===== config.mk =====
export PLATFORM = sky130hd
export DESIGN_NAME = simplecpu_loader
export DESIGN_NICKNAME = d
export VERILOG_FILES = /design/src/rtl/simplecpu_pkg.sv /design/src/rtl/simplecpu_loader_buf.sv /design/src/rtl/simplecpu_loader.sv
export SDC_FILE = /design/constraint.sdc
export NUM_CORES = 1
export LEC_CHECK = 0
export CORE_UTILIZATION = 45
export CTS_BUF_LIST = sky130_fd_sc_hd__clkbuf_4 sky130_fd_sc_hd__clkbuf_8
export DETAILED_ROUTE_END_ITERATION = 10
export PLACE_DENSITY = 0.76
export SYNTH_ARGS = -nofsm -noshare
export SYNTH_HDL_FRONTEND = slang
export SYNTH_SLANG_ARGS = --single-unit
export TNS_END_PERCENT = 100

===== constraint.sdc =====
create_clock -name clock -period 2.06 [get_ports clock]
set_clock_uncertainty 0.2 [all_clocks]
set_input_delay 0.412 -clock clock [delete_from_list [all_inputs] [get_ports clock]]
set_output_delay 0.412 -clock clock [all_outputs]
set_load 0.01 [all_outputs]

===== src/rtl/simplecpu_pkg.sv =====
// simplecpu_pkg: definitions shared by the simplecpu core and its program loader.
// Holds the loader state encoding, the default frame sync byte, the core RAM
// geometry (16 x 8), and the loader's RAM write-port bundle.
package simplecpu_pkg;

    localparam int RAM_AW = 4;
    localparam int RAM_DW = 8;

    localparam logic [7:0] DEFAULT_SYNC_BYTE = 8'hA5;

    localparam logic [2:0] ST_IDLE   = 3'd0;
    localparam logic [2:0] ST_HDR    = 3'd1;
    localparam logic [2:0] ST_DATA   = 3'd2;
    localparam logic [2:0] ST_CSUM   = 3'd3;
    localparam logic [2:0] ST_COMMIT = 3'd4;

    typedef enum logic [2:0] {
        IDLE   = ST_IDLE,
        HDR    = ST_HDR,
        DATA   = ST_DATA,
        CSUM   = ST_CSUM,
        COMMIT = ST_COMMIT
    } ld_state_e;

    typedef struct packed {
        logic              we;
        logic [RAM_AW-1:0] addr;
        logic [RAM_DW-1:0] data;
    } ram_wr_t;

    // Target address of a committed byte: wraps within the 16-entry RAM.
    function automatic logic [RAM_AW-1:0] wrap_addr(input logic [RAM_AW-1:0] base,
                                                    input logic [RAM_AW-1:0] idx);
        return base + idx;
    endfunction

endpackage


===== src/rtl/simplecpu_loader_buf.sv =====
// simplecpu_loader_buf: 16x8 staging register file for one program frame.
// Ports: clock; we/waddr/wdata = synchronous write port;
//        raddr/rdata = combinational read port.
// Storage is deliberately not reset: contents are always rewritten by a frame
// before they can be committed.
module simplecpu_loader_buf
    import simplecpu_pkg::*;
(
    input  logic              clock,
    input  logic              we,
    input  logic [RAM_AW-1:0] waddr,
    input  logic [RAM_DW-1:0] wdata,
    input  logic [RAM_AW-1:0] raddr,
    output logic [RAM_DW-1:0] rdata
);

    logic [RAM_DW-1:0] mem [2**RAM_AW];

    always_ff @(posedge clock) begin
        if (we) mem[waddr] <= wdata;
    end

    assign rdata = mem[raddr];

endmodule


===== src/rtl/simplecpu_loader.sv =====
// simplecpu_loader: framed byte-stream program loader for the simplecpu core.
// Frame: SYNC_BYTE, header {base,cnt}, cnt+1 data bytes, [checksum].
// Data is staged and only written to core RAM once the frame is complete, so a
// rejected frame never disturbs the loaded program. The core is held in reset
// (cpu_reset_n low) from the header of a frame until its commit finishes.
// Ports:
//   clock, reset (sync, active-low)
//   in_valid/in_data/in_ready : byte stream input
//   load_ram/load_addr/load_data : core RAM write port (zero outside COMMIT)
//   cpu_reset_n : core reset, busy : frame in progress
//   done : pulse on commit, err : pulse on checksum mismatch
// Build option: SIMPLECPU_LOADER_CSUM_EN enables the trailing XOR checksum byte
// and the err pulse; without it DATA goes straight to COMMIT and err is 0.
module simplecpu_loader
    import simplecpu_pkg::*;
#(
    parameter logic [7:0] SYNC_BYTE = DEFAULT_SYNC_BYTE
) (
    input  logic              clock,
    input  logic              reset,
    input  logic              in_valid,
    input  logic [7:0]        in_data,
    output logic              in_ready,
    output logic              load_ram,
    output logic [RAM_AW-1:0] load_addr,
    output logic [RAM_DW-1:0] load_data,
    output logic              cpu_reset_n,
    output logic              busy,
    output logic              done,
    output logic              err
);

    ld_state_e         state, state_nxt;
    logic [RAM_AW-1:0] base_q, base_nxt;
    logic [RAM_AW-1:0] cnt_q, cnt_nxt;
    logic [RAM_AW-1:0] idx_q, idx_nxt;
    logic              rstn_q, rstn_nxt;
    logic              done_q, done_nxt;
`ifdef SIMPLECPU_LOADER_CSUM_EN
    logic [7:0]        csum_q, csum_nxt;
    logic              err_q, err_nxt;
`endif
    logic              accept;
    logic              buf_we;
    logic [RAM_DW-1:0] buf_rdata;
    ram_wr_t           wr;

    // Gated by reset so nothing is offered as accepted during the reset cycle.
    assign in_ready = reset && (state != COMMIT);
    assign accept   = in_valid && in_ready;

    always_comb begin
        state_nxt = state;
        base_nxt  = base_q;
        cnt_nxt   = cnt_q;
        idx_nxt   = idx_q;
        rstn_nxt  = rstn_q;
        done_nxt  = 1'b0;
        buf_we    = 1'b0;
`ifdef SIMPLECPU_LOADER_CSUM_EN
        csum_nxt  = csum_q;
        err_nxt   = 1'b0;
`endif
        case (state)
            IDLE: begin
                if (accept && in_data == SYNC_BYTE) state_nxt = HDR;
            end
            HDR: begin
                if (accept) begin
                    base_nxt  = in_data[7:4];
                    cnt_nxt   = in_data[3:0];
                    idx_nxt   = '0;
                    rstn_nxt  = 1'b0;
                    state_nxt = DATA;
`ifdef SIMPLECPU_LOADER_CSUM_EN
                    csum_nxt  = in_data;
`endif
                end
            end
            DATA: begin
                if (accept) begin
                    buf_we = 1'b1;
`ifdef SIMPLECPU_LOADER_CSUM_EN
                    csum_nxt = csum_q ^ in_data;
`endif
                    if (idx_q == cnt_q) begin
`ifdef SIMPLECPU_LOADER_CSUM_EN
                        state_nxt = CSUM;
`else
                        idx_nxt   = '0;
                        state_nxt = COMMIT;
`endif
                    end else begin
                        idx_nxt = idx_q + 1'b1;
                    end
                end
            end
`ifdef SIMPLECPU_LOADER_CSUM_EN
            CSUM: begin
                if (accept) begin
                    if (in_data == csum_q) begin
                        idx_nxt   = '0;
                        state_nxt = COMMIT;
                    end else begin
                        // core stays in reset: its RAM may hold a stale program
                        err_nxt   = 1'b1;
                        state_nxt = IDLE;
                    end
                end
            end
`endif
            COMMIT: begin
                if (idx_q == cnt_q) begin
                    // release lands on the final write edge, so that write still hits
                    rstn_nxt  = 1'b1;
                    done_nxt  = 1'b1;
                    state_nxt = IDLE;
                end else begin
                    idx_nxt = idx_q + 1'b1;
                end
            end
            default: state_nxt = IDLE;
        endcase
    end

    always_ff @(posedge clock) begin
        if (!reset) begin
            state  <= IDLE;
            base_q <= '0;
            cnt_q  <= '0;
            idx_q  <= '0;
            rstn_q <= 1'b0;
            done_q <= 1'b0;
`ifdef SIMPLECPU_LOADER_CSUM_EN
            csum_q <= '0;
            err_q  <= 1'b0;
`endif
        end else begin
            state  <= state_nxt;
            base_q <= base_nxt;
            cnt_q  <= cnt_nxt;
            idx_q  <= idx_nxt;
            rstn_q <= rstn_nxt;
            done_q <= done_nxt;
`ifdef SIMPLECPU_LOADER_CSUM_EN
            csum_q <= csum_nxt;
            err_q  <= err_nxt;
`endif
        end
    end

    simplecpu_loader_buf u_buf (
        .clock (clock),
        .we    (buf_we),
        .waddr (idx_q),
        .wdata (in_data),
        .raddr (idx_q),
        .rdata (buf_rdata)
    );

    always_comb begin
        wr.we   = (state == COMMIT);
        wr.addr = wr.we ? wrap_addr(base_q, idx_q) : '0;
        wr.data = wr.we ? buf_rdata : '0;
    end

    assign load_ram    = wr.we;
    assign load_addr   = wr.addr;
    assign load_data   = wr.data;
    assign cpu_reset_n = rstn_q;
    assign busy        = (state != IDLE);
    assign done        = done_q;
`ifdef SIMPLECPU_LOADER_CSUM_EN
    assign err         = err_q;
`else
    assign err         = 1'b0;
`endif

endmodule


==> results of run 1 <==
path summary, 6_finish.rpt:
kind / end / cells after the start / from / slack, ns
min reg2reg: base_q[2]$_SDFFE_PN0P_ / 2 / base_q[2]$_SDFFE_PN0P_ / 0.32
max reg2reg: register / 6 / idx_q[1]$_SDFFE_PN0N_ / 0.01
min: base_q[2]$_SDFFE_PN0P_ / 2 / base_q[2]$_SDFFE_PN0P_ / 0.32
max: load_data[1] / 6 / register / -0.62
critical path: stages, from the launching register on:
cell     delay, ns
dfxtp_4       0.40
buf_4         0.14
buf_16        0.11
mux4_2        0.52
mux2i_2       0.22
o22ai_1       0.09
buf_2         0.15
flip-flops by register name (all words and copies together) (netlist names), named ones only:
register     count
u_buf.mem      128
cpu_reset_n      1
cnt_q            4
done             1
base_q           4
state            3
idx_q            4
synth_stat cells, types with 6 or more instances:
cell type	n
mux4_2	32
nand2_1	8
nor2_1	24
a21oi_1	10
nor3_1	6
mux2i_1	24
edfxtp_1	128
buf_2	6
dfxtp_1	21
o22ai_1	8
inv_1	6
ha_1	7
cell type report:
type	count	share of cell area
clock inverters	15	0.0239
repair buffers	100	0.118
inverters	7	0.00404
clock buffers	17	0.0302
well taps	176	0.0284
multi-input cells	167	0.243
flip-flops and latches	149	0.552
logic make-up after synthesis:
group	Yosys count
AO/OA/AOI/OAI	29
XOR/XNOR	9
adder cells (fa/ha/maj)	9
buffers and inverters	23
flip-flops	149
multiplexers	56
other	1
AND/OR/NAND/NOR	63
metrics by stage:
stage	setup TNS, ns	setup slack, ns
final	-5.62	-0.621
after global routing	-6.96	-0.688
after CTS	-6.35	-0.669
after detailed placement	-45.58	-0.552
after global placement	-42.56	-0.534
after floorplan	-0.670	-0.0419
power by group:
group | total (uW) | switching, uW | internal [uW]
clock | 2370 | 1060 | 1300
sequential | 3260 | 0.106 | 3260
combinational | 113 | 70.3 | 43.1
total | 5750 | 1130 | 4610
cell usage in the layout (no fill, tap or decap), types with 3 or more instances in the layout:
master           count
dfxtp_2              7
mux4_2              32
o22ai_1              7
ha_1                 5
mux2i_2              6
a21oi_2              4
nand2_1              8
mux2i_1             17
clkdlybuf4s50_1     12
inv_1                6
nor3_2               4
bufinv_16            4
a21oi_1              6
buf_12               8
buf_4               57
a211o_1              3
nor2_1              24
nand2b_1             4
dfxtp_1             13
clkbuf_8            17
clkinv_1             4
buf_6               11
clkinvlp_4           3
xnor2_1              4
edfxtp_1           128
buf_2               11
routing by layer:
layer	vias up	wire length (um)
met1	1815	5480
met5	-	0
met2	132	6840
met3	18	884
li1	1548	-
met4	0	265
what timing repair did:
item | 4_1_cts | 5_1_grt
cloned | 2 | 0
pin swaps | 14 | 10
endpoints found under the setup margin | 17 | 69
buffers inserted | 10 | 3
gates resized for setup | 103 | 18
==> flow_summary.yaml, run 1 <==
status:
  outcome: "finished, violations left"
  violations: "negative setup slack"
clock_tree:
  clkSinkCount: 149
  clock_latency_ns: 0.44
  cts_inserted_buffers: 17
  cts.reportedPaths.clkPinSlew_ns: 0.08
  tritoncts: "done"
  cts_hold_buf: 0
  htree_levels: 4
  root_buffer: "clkbuf_8"
  max-clock-path-buffers: 2
grt:
  grt_use_met2: 0.351
  total_gr_overflow: 0
  grt_pass1_vias: 3783
  grt_start_max_net_pins: 22
  grt.met1_usage: 0.256
  groute.usage.overall: 0.207
  first_pass_grt_wire_length_um: 20900
  antenna_found_initial: 0
  global_route.peak_usage_layer: "met2"
  met3_resource_use_gr: 0.0507
layout:
  area_growth_pct: 27.3
  finalInstanceArea_um2: 7740
  combined_area_of_the_multi_input_logic_cells_um2: 1880
  insertedDiodeCount: 0
  seq_area_um2: 4280
  number_of_fill_cells_in_the_layout: 939
  finalCoreUtilization: 0.587
  final_net_count: 461
  non_filler_instances: 631
  post_route_cells_drive_above_1_share: 0.424
placed_design:
  port_buffers: 27
  placedCellCount: 591
  dpl_cell_area_um2: 7080
  finalWeightedCongestion: 0.862
  detailed_place_hpwl_um: 8950
job:
  maxCapViolCount: 0
logic_synthesis:
  synth_edf_count: 128
  synth.yosys.seq_area_share: 0.701
  yosys_warnings: 0
  synth_top_area_frac: 0.632
  syn_nets: 358
  muxShareOfSynthArea: 0.158
  synthAdderAreaFrac: 0.0193
  average_cell_area_after_synthesis_um2: 17.9
  netlist_instances: 339
  synthSimpleGateAreaFrac: 0.0562
  dominantRegCellSynth: "edfxtp_1"
  synth_seq_cells: 149
  async_flop_share: 0
  post_synth_xor_area_fraction: 0.0130
  yosys.area.top_type: "edfxtp_1"
  ys_types: 48
  synth_top_family_by_area: "multiplexers"
  yosys-top-cells-area: "edfxtp_1 63%, mux4_2 12%, dfxtp_1 6.9%, mux2i_1 3.9%, nor2_1 1.5%"
  area_of_the_mapped_netlist_um2: 6080
  synth_compound_area_frac: 0.0348
critical_path:
  largest_fanout_of_any_net_on_the_critical_path: 6
  critical_path.endpoint_type: "output port"
  critPathRequiredTime_ns: 1.45
  setup.worst_path.start_class: "register"
  critical_path_class: "register to output port"
  cp_data_arrival_time_ns: 2.07
drt:
  detailedRoute.firstPassIterationCount: 5
  vias: 3513
  drc: 0
  detail_route.iter0.violations: 360
  via_per_inst: 5.57
  route.detailed.wl_per_inst_um: 21.3
  finalWirelength_um: 13500
  antenna_violating_nets_post_route: 0
floorplanning:
  start_util: 0.461
  fp.dieArea_um2: 14000
  die_height_um: 118
  fp.dieW_um: 118
  core.rowCount: 42
  placeableCoreArea_um2: 13200
  ioPinCount: 29
timing:
  whs_ns: 0.316
  setup_repair_after_global_routing_missed_its_margin: "true"
  finalCritPeriodShare: 1.30
  setup_ws_ns: -0.621
  achievable-frequency_mhz: 373
  final-max-slew-violation-count: 0
  timing.final.setup_violations: 14
  min_period_ns: 2.68
  hold_violations: 0
pwr:
  power-per-cell-area_nw_per_um2: 742
  vdd_ir_drop_max_mv: 0.416
  design_power_total_uw: 5750
  static-leakage-power_uw: 0.00263
min_path:
  hp-class: "register to register"
Note: power is estimated with default switching activity, not from simulation.
==> run 2, diff against run 1 <==
--- a/config.mk
+++ b/config.mk
@@ -5,9 +5,11 @@
 export SDC_FILE = /design/constraint.sdc
 export NUM_CORES = 1
 export LEC_CHECK = 0
+export ABC_CLOCK_PERIOD_IN_PS = 2060
 export CORE_UTILIZATION = 45
 export CTS_BUF_LIST = sky130_fd_sc_hd__clkbuf_4 sky130_fd_sc_hd__clkbuf_8
 export DETAILED_ROUTE_END_ITERATION = 10
+export GPL_ROUTABILITY_DRIVEN = 0
 export PLACE_DENSITY = 0.76
 export SYNTH_ARGS = -nofsm -noshare
 export SYNTH_HDL_FRONTEND = slang
==> results of run 2 <==
Final layout, timing and power as in run 1 (identical DEF).
==> run 3, diff against run 2 <==
--- a/config.mk
+++ b/config.mk
@@ -10,6 +10,7 @@
 export CTS_BUF_LIST = sky130_fd_sc_hd__clkbuf_4 sky130_fd_sc_hd__clkbuf_8
 export DETAILED_ROUTE_END_ITERATION = 10
 export GPL_ROUTABILITY_DRIVEN = 0
+export HOLD_SLACK_MARGIN = 0.1
 export PLACE_DENSITY = 0.76
 export SYNTH_ARGS = -nofsm -noshare
 export SYNTH_HDL_FRONTEND = slang
==> results of run 3 <==
Final layout, timing and power as in run 1 (identical DEF).
